[config.mk]
export PLATFORM = sky130hd
export DESIGN_NAME = sipo_rx
export DESIGN_NICKNAME = d
export VERILOG_FILES = /design/src/rtl/sipo_pkg.sv /design/src/rtl/sipo_shreg.sv /design/src/rtl/sipo_rx.sv
export SDC_FILE = /design/constraint.sdc
export NUM_CORES = 1
export LEC_CHECK = 0
export CORE_MARGIN = 2
export CORE_UTILIZATION = 54
export DETAILED_ROUTE_END_ITERATION = 8
export PLACE_DENSITY = 0.81
export SETUP_SLACK_MARGIN = 0.2
export SYNTH_ARGS = -nofsm -noshare
export SYNTH_HDL_FRONTEND = slang
export SYNTH_SLANG_ARGS = --single-unit
[constraint.sdc]
create_clock -name CLK -period 2.8 [get_ports CLK]
set_input_delay 0.56 -clock CLK [delete_from_list [all_inputs] [get_ports CLK]]
set_output_delay 0.56 -clock CLK [all_outputs]
set_load 0.005 [all_outputs]
[src/rtl/sipo_pkg.sv]
// sipo_pkg -- shared definitions for the sipo_rx serial frame receiver.
//   state_t     : receiver FSM states (IDLE, DATA, PARITY, STOP)
//   START_LEVEL : line level of a start bit
//   STOP_LEVEL  : line level of a valid stop bit
//   IDLE_LEVEL  : line level while no frame is in flight
package sipo_pkg;

    typedef enum logic [1:0] {
        ST_IDLE   = 2'd0,
        ST_DATA   = 2'd1,
        ST_PARITY = 2'd2,
        ST_STOP   = 2'd3
    } state_t;

    localparam logic START_LEVEL = 1'b0;
    localparam logic STOP_LEVEL  = 1'b1;
    localparam logic IDLE_LEVEL  = 1'b1;

endpackage : sipo_pkg

[src/rtl/sipo_shreg.sv]
// sipo_shreg -- N-bit serial-in shift register with enable and sync clear.
// Parameters:
//   N         : register width
//   MSB_FIRST : 0 = shift right, insert at bit N-1 (first bit ends in [0])
//               1 = shift left, insert at bit 0   (first bit ends in [N-1])
// Ports:
//   i_clk  : clock, rising edge
//   i_clr  : synchronous clear (highest priority)
//   i_en   : shift enable
//   i_bit  : serial bit to insert
//   o_data : current register contents
module sipo_shreg #(
    parameter int unsigned N         = 8,
    parameter bit          MSB_FIRST = 1'b0
) (
    input  logic         i_clk,
    input  logic         i_clr,
    input  logic         i_en,
    input  logic         i_bit,
    output logic [N-1:0] o_data
);

    logic [N-1:0] r_data;
    logic [N-1:0] w_next;

    generate
        if (MSB_FIRST) begin : g_left
            assign w_next = {r_data[N-2:0], i_bit};
        end else begin : g_right
            assign w_next = {i_bit, r_data[N-1:1]};
        end
    endgenerate

    always_ff @(posedge i_clk) begin
        if (i_clr) begin
            r_data <= '0;
        end else if (i_en) begin
            r_data <= w_next;
        end
    end

    assign o_data = r_data;

endmodule : sipo_shreg

[src/rtl/sipo_rx.sv]
// sipo_rx -- serial-in / parallel-out frame receiver.
// Frame: start bit (0), N data bits, [parity bit], stop bit (1).
// SIN is sampled only on EN cycles. The received word is presented on Q
// with a VALID/ACK handshake.
// Optional build macro: SIPO_RX_PARITY_EN adds an even-parity bit after
// the data bits and the PARITY_ERR output.
// Parameters:
//   N         : data bits per frame (2..32)
//   MSB_FIRST : 0 = first data bit lands in Q[0], 1 = in Q[N-1]
// Ports:
//   CLK        : clock, rising edge
//   RESET      : synchronous active-high reset
//   EN         : bit strobe
//   SIN        : serial input, idle high
//   ACK        : consumer accepts Q while VALID=1
//   Q          : received word (registered)
//   VALID      : Q holds an unacknowledged word
//   BUSY       : a frame is in progress
//   FRAME_ERR  : one-cycle pulse, stop bit sampled low
//   OVERRUN    : sticky, a good frame replaced an unacknowledged word
//   PARITY_ERR : one-cycle pulse, parity mismatch (macro builds only)
module sipo_rx
    import sipo_pkg::*;
#(
    parameter int unsigned N         = 8,
    parameter bit          MSB_FIRST = 1'b0
) (
    input  logic         CLK,
    input  logic         RESET,
    input  logic         EN,
    input  logic         SIN,
    input  logic         ACK,
    output logic [N-1:0] Q,
    output logic         VALID,
    output logic         BUSY,
    output logic         FRAME_ERR,
    output logic         OVERRUN
`ifdef SIPO_RX_PARITY_EN
    ,
    output logic         PARITY_ERR
`endif
);

    localparam int unsigned  CW       = $clog2(N + 1);
    localparam logic [CW-1:0] LAST_BIT = CW'(N - 1);

    state_t        r_state;
    logic [CW-1:0] r_cnt;
    logic [N-1:0]  r_q;
    logic          r_valid;
    logic          r_ferr;
    logic          r_ovr;
    logic [N-1:0]  w_word;
    logic          w_shift;
    logic          w_par_ok;

`ifdef SIPO_RX_PARITY_EN
    logic          r_par;
    logic          r_perr;

    // Even parity: data bits plus parity bit must XOR to zero.
    assign w_par_ok = ~((^w_word) ^ r_par);
    assign PARITY_ERR = r_perr;
`else
    assign w_par_ok = 1'b1;
`endif

    assign w_shift = EN && (r_state == ST_DATA);

    sipo_shreg #(
        .N         (N),
        .MSB_FIRST (MSB_FIRST)
    ) u_shreg (
        .i_clk  (CLK),
        .i_clr  (RESET),
        .i_en   (w_shift),
        .i_bit  (SIN),
        .o_data (w_word)
    );

    always_ff @(posedge CLK) begin
        if (RESET) begin
            r_state <= ST_IDLE;
            r_cnt   <= '0;
            r_q     <= '0;
            r_valid <= 1'b0;
            r_ferr  <= 1'b0;
            r_ovr   <= 1'b0;
`ifdef SIPO_RX_PARITY_EN
            r_par   <= 1'b0;
            r_perr  <= 1'b0;
`endif
        end else begin
            r_ferr <= 1'b0;
`ifdef SIPO_RX_PARITY_EN
            r_perr <= 1'b0;
`endif
            // ACK is honoured regardless of EN; a good frame completing
            // in the same cycle overrides this clear further below.
            if (r_valid && ACK) begin
                r_valid <= 1'b0;
            end

            if (EN) begin
                case (r_state)
                    ST_IDLE: begin
                        if (SIN == START_LEVEL) begin
                            r_state <= ST_DATA;
                            r_cnt   <= '0;
                        end
                    end
                    ST_DATA: begin
                        r_cnt <= r_cnt + 1'b1;
                        if (r_cnt == LAST_BIT) begin
`ifdef SIPO_RX_PARITY_EN
                            r_state <= ST_PARITY;
`else
                            r_state <= ST_STOP;
`endif
                        end
                    end
`ifdef SIPO_RX_PARITY_EN
                    ST_PARITY: begin
                        r_par   <= SIN;
                        r_state <= ST_STOP;
                    end
`endif
                    ST_STOP: begin
                        // Stop-bit cycle is never reused as a start bit.
                        r_state <= ST_IDLE;
                        if (SIN == STOP_LEVEL) begin
                            if (w_par_ok) begin
                                r_q     <= w_word;
                                r_valid <= 1'b1;
                                if (r_valid && !ACK) begin
                                    r_ovr <= 1'b1;
                                end
                            end else begin
`ifdef SIPO_RX_PARITY_EN
                                r_perr <= 1'b1;
`endif
                            end
                        end else begin
                            r_ferr <= 1'b1;
                        end
                    end
                    default: begin
                        r_state <= ST_IDLE;
                    end
                endcase
            end
        end
    end

    assign Q         = r_q;
    assign VALID     = r_valid;
    assign BUSY      = (r_state != ST_IDLE);
    assign FRAME_ERR = r_ferr;
    assign OVERRUN   = r_ovr;

endmodule : sipo_rx

# ---- Word-level counts from Yosys, hierarchy flattened
# Cells that the tools add are included.
dict set report classes {
  add_sub_neg 1
  eq_ne 5
  mux 10
  bitwise_logic 2
  n_reduce_logical 12
}
# cell count
set op_table {}
lappend op_table {{3-bit AND reduction} 3}
lappend op_table {{4-bit case mux with 2 select lines} 1}
lappend op_table {{1-bit 2-to-1 mux} 5}
lappend op_table {{4-bit by 1-bit adder with 4-bit output, second input constant} 1}
lappend op_table {{4-bit by 3-bit == test with 1-bit output, second input constant} 1}
lappend op_table {{2-bit 2-to-1 mux} 2}
lappend op_table {{4-bit 2-to-1 mux} 1}
lappend op_table {{2-bit case mux with 2 select lines} 1}
lappend op_table {{4-bit AND reduction} 1}
lappend op_table {{2-bit nonzero test} 2}
lappend op_table {{1-bit logical AND} 3}
lappend op_table {{3-bit OR reduction} 1}
lappend op_table {{2-bit by 1-bit == test with 1-bit output, second input constant} 1}
lappend op_table {{2-bit == test, second input constant} 1}
lappend op_table {{2-bit logical NOT} 1}
lappend op_table {{2-bit by 1-bit != test with 1-bit output, second input constant} 1}
lappend op_table {{2-bit != test, second input constant} 1}
lappend op_table {{1-bit inverter} 2}
lappend op_table {{1-bit logical NOT} 1}
dict set report totals {
  regBits 25
  in_bits 5
  out_inout_bits 12
  word_cells 37
}

# ---- Longest topological paths before layout
dict set report logic_depth {
  word_depth 5
  depth_mapped 5
}

# ---- Cells and area by module
# Synthesis repeated with hierarchy kept, for this count alone.
dict set report unflattened {
  hier_cells 108
  area_unflattened_um2 985.9
}
# mod instances cells_each area_per_inst_um2 seq_area_each_um2
set modules_own_cells {}
lappend modules_own_cells {sipo_rx 1 82 700.7 340.3}
lappend modules_own_cells {sipo_shreg 1 26 285.3 160.2}

# ---- Worst setup path before layout
# OpenSTA, ideal clock, no wires.
dict set report synth_path {
  kind {input-to-reg}
  start {in EN}
  end {reg r_cnt[3]}
  setup_time_ns 0.074
  arrival_ns 1.395
  required_time_ns 2.726
  slack_ns 1.330
  stages 4
  path_buffers 1
  cell_sequence {buf_2 nand2b_4 or4_1 a31oi_1}
}
dict set report synth_between {
  elab_chain_cells 1
}
# item line_no
set synth_rtl {}
lappend synth_rtl {{from (decl)} sipo_rx.sv:30} ;# input logic EN,
lappend synth_rtl {{3-bit AND reduction (no source line)} -}
lappend synth_rtl {{to (signal assigned)} sipo_rx.sv:113} ;# r_cnt <= r_cnt + 1'b1;
lappend synth_rtl {{to (decl)} sipo_rx.sv:48} ;# logic [CW-1:0] r_cnt;
# No other way between the ends.
# A chain may end at the register's enable or synchronous reset.

# ---- Final worst setup path
dict set report layout_path {
  start {reg r_state[1]}
  end {out BUSY}
}
dict set report layout_between {
  elab_chain_cells 1
}
# item line_no
set layout_rtl {}
lappend layout_rtl {{from (decl)} sipo_rx.sv:47} ;# state_t r_state;
lappend layout_rtl {{from (signal assigned)} sipo_rx.sv:83} ;# r_state <= ST_IDLE;
lappend layout_rtl {{from (signal assigned)} sipo_rx.sv:108} ;# r_state <= ST_DATA;
lappend layout_rtl {{from (signal assigned)} sipo_rx.sv:118} ;# r_state <= ST_STOP;
lappend layout_rtl {{2-bit nonzero test} sipo_rx.sv:157} ;# assign BUSY = (r_state != ST_IDLE);
lappend layout_rtl {{to (decl)} sipo_rx.sv:35} ;# output logic BUSY,
# No other way between the ends.

==> flow_summary_export.csv <==
group,metric,value,unit
routing,firstDrtPassIters,4,
finish,layout-drive-gt1-share,0.0543,
placed_design,gp_congestion,0.755,
global_route,grt_max_degree,26,
logic_synthesis,yosys_warnings,0,
floorplan,die_y,46.6,um
logic_synthesis,yosysSeqAreaShare,0.511,
setup_path,cp.required,2.24,ns
logic_synthesis,synth_area,980,um2
routing,drtIter0Drc,25,
finish,antenna_cells,0,
floorplan,io_pins,17,
placed_design,port_buffers,16,
floorplan,core_area,0.00171,mm2
setup_path,cp-endpoint,"BUSY",
clock_tree,htreeDepth,1,
logic_synthesis,syn-instance-count,117,
power,p_per_area,478,mW/mm2
timing,fmax,490,MHz
timing,relSlewSlack,0.424,
finish,area_growth_syn_to_layout,18.0,%
timing,rsz0062_at_grt,"false",
timing,fin_crit_sh,0.729,
power,pwr-share-comb,0.051,
min_path,holdCritPathClass,"flip-flop to flip-flop",
logic_synthesis,ys_types,29,
setup_path,critPathLaunchType,"flip-flop",
power,p_switching,127,uW
clock_tree,clkLatencyLatePin,0.32,ns
power,power.share.sequential,0.655,
setup_path,timing.rr.end,"r_cnt[3]",
floorplan,fp-row-count,15,
power,finalPower,552,uW
routing,routed_wl,1680,um
setup_path,ff2ff_path_depth,3,
setup_path,arrival,1.48,ns
placed_design,pre_cts_ws,0.627,ns
power,switching_share,0.231,
placed_design,hpwl,1130,um
clock_tree,postCtsHoldBufs,0,
timing,timing.final.ws_setup,0.759,ns
routing,wl_per_cell,10.9,um
finish,final_core_util,0.677,
logic_synthesis,yosys_register_bits,25,
timing,slew_viol_final,0,
routing,remaining_drc_errors,0,
routing,viasPerCell,5.15,
clock_tree,cts_setup_buffers,0,
clock_tree,clkTransAtPathRegs,0.14,ns
run_status,outcome,"complete, no violations",
power,pwr-share-clk,0.294,
clock_tree,cts_root_buf,"clkbuf_4",
setup_path,crit_path_end_kind,"primary output",
setup_path,r2r-start,"r_state[0]",
clock_tree,clockBufferDepth,2,
setup_path,critPathMaxFanout,10,
clock_tree,cts_resized,0,
clock_tree,cts.sinks,25,
floorplan,die_area,0.00217,mm2
power,leakagePower,0.000367,uW
global_route,antenna_found_initial,0,
logic_synthesis,avgSynthCellArea,8.37,um2
timing,final.setup.tns,0,ns
clock_tree,numCtsBuffers,3,
timing,setup_violations,0,
floorplan,start_util,0.574,
flow_run,drv_cap,0,
timing,period_needed,2.04,ns
timing,final_hold_viol_count,0,
finish,nNetsFinal,136,
placed_design,placed_cell_area,0.00113,mm2
power,p_int,425,uW
global_route,grt_pass1_vias,614,
routing,ant_nets,0,
routing,num_vias,793,
floorplan,die_w,46.6,um
timing,tightest_slew,0.861,ns
global_route,grt_pass1_wl,2660,um
clock_tree,cts_tree,"built",
setup_path,crit_type,"flip-flop to primary output",
finish,stdcell_area,0.00116,mm2
power,peakVddDrop,360,uV
min_path,min-delay-start,"Q[1]",
setup_path,rrSetupSlack,1.39,ns
logic_synthesis,syn_nets,123,
global_route,grt_overflow,0,
setup_path,startpoint,"r_state[1]",
timing,finClkSkew,0.00739,ns
global_route,grt_usage,0.175,
routing by layer:
metal  track usage  vias up  share of wire
met5             0        -              0
met4         0.120        0          0.026
met3        0.0235        5          0.042
met2         0.239       21           0.43
met1         0.252      351           0.50
li1              -      416              -
kinds of logic (layout without fill, tap and decap cells):
family,count (synthesis),count (layout),share of synthesized area
simple gates,54,54,0.271
compound gates,28,28,0.156
flops,25,25,0.511
buf+inv,9,21,0.0498
fa+ha+maj,1,1,0.0128
layout make-up:
cell class	instances	area, um2
tap	25	31.3
timing repair buffer	16	160
multi-input combinational	83	430
clock buffer	3	22.5
clock inverter	1	7.51
sequential	25	500
inverter	1	3.75
fill	153	552
placed cells by master (no fill, tap or decap):
cell / n
or2_2: 1
a211oi_1: 1
clkbuf_4: 3
or2b_1: 1
dfxtp_1: 25
ha_1: 1
nand4_1: 1
nor4bb_1: 1
a221oi_1: 1
nand3_1: 3
or4_1: 1
a21oi_1: 20
nor2b_1: 2
nand2b_1: 2
nand2_1: 33
nand4b_1: 1
and4_1: 1
o21ba_2: 1
o21ai_0: 4
a31oi_1: 1
clkinvlp_4: 1
nand2b_4: 1
nor3_1: 1
and3b_1: 1
clkdlybuf4s50_1: 16
clkinv_1: 1
nand3b_1: 1
nor2_1: 3
state kept, by name (all words and copies together), names as in the netlist:
signal,count
FRAME_ERR,1
VALID,1
OVERRUN,1
r_cnt,4
Q,8
r_state,2
u_shreg.o_data,8
critical path, stage by stage, from the launching register on:
cell,delay [ns]
dfxtp_1,0.41
or2_2,0.31
clkdlybuf4s50_1,0.44
how the worst min path moves through the flow:
stage,endpoint,cells past startpoint
final,Q[1],2
after floorplan,Q[0],2
after detailed placement,Q[4],2
after global placement,Q[3],2
after CTS,Q[1],2
after global routing,u_shreg.o_data[0],2
synthesized netlist by cell type (all sizes together):
library cell   n  area [um2]
a211oi         1        7.51
a21oi         20         100
a221oi         1        8.76
a31oi          1        6.26
and3b          1        8.76
and4           1        8.76
buf            5        33.8
clkbuf         3        11.3
clkinv         1        3.75
dfxtp         25         500
ha             1        12.5
nand2         33         124
nand2b         3        26.3
nand3          3        15.0
nand3b         1        7.51
nand4          1        6.26
nand4b         1        8.76
nor2           3        11.3
nor2b          2        12.5
nor3           1        5.00
nor4bb         1        10.0
o21ai          4        20.0
o21ba          1        10.0
or2            1        6.26
or2b           1        7.51
or4            1        7.51
power groups by stage:
stage | logic (uW) | clock network [uW] | registers, uW
after floorplan | 21.0 | 0 | 367
after global placement | 27.7 | 0 | 370
after detailed placement | 28.1 | 0 | 370
after CTS | 28.1 | 170 | 362
after global routing | 30.4 | 177 | 363
final | 27.9 | 162 | 362
per-stage QoR:
stage | hold WS, ns | cells
6_report | 0.463 | 154
5_1_grt | 0.483 | 154
4_1_cts | 0.464 | 154
3_5_place_dp | 0.447 | 150
3_3_place_gp | 0.444 | 150
2_1_floorplan | 0.432 | 117
Note: power is estimated with default switching activity, not from simulation.
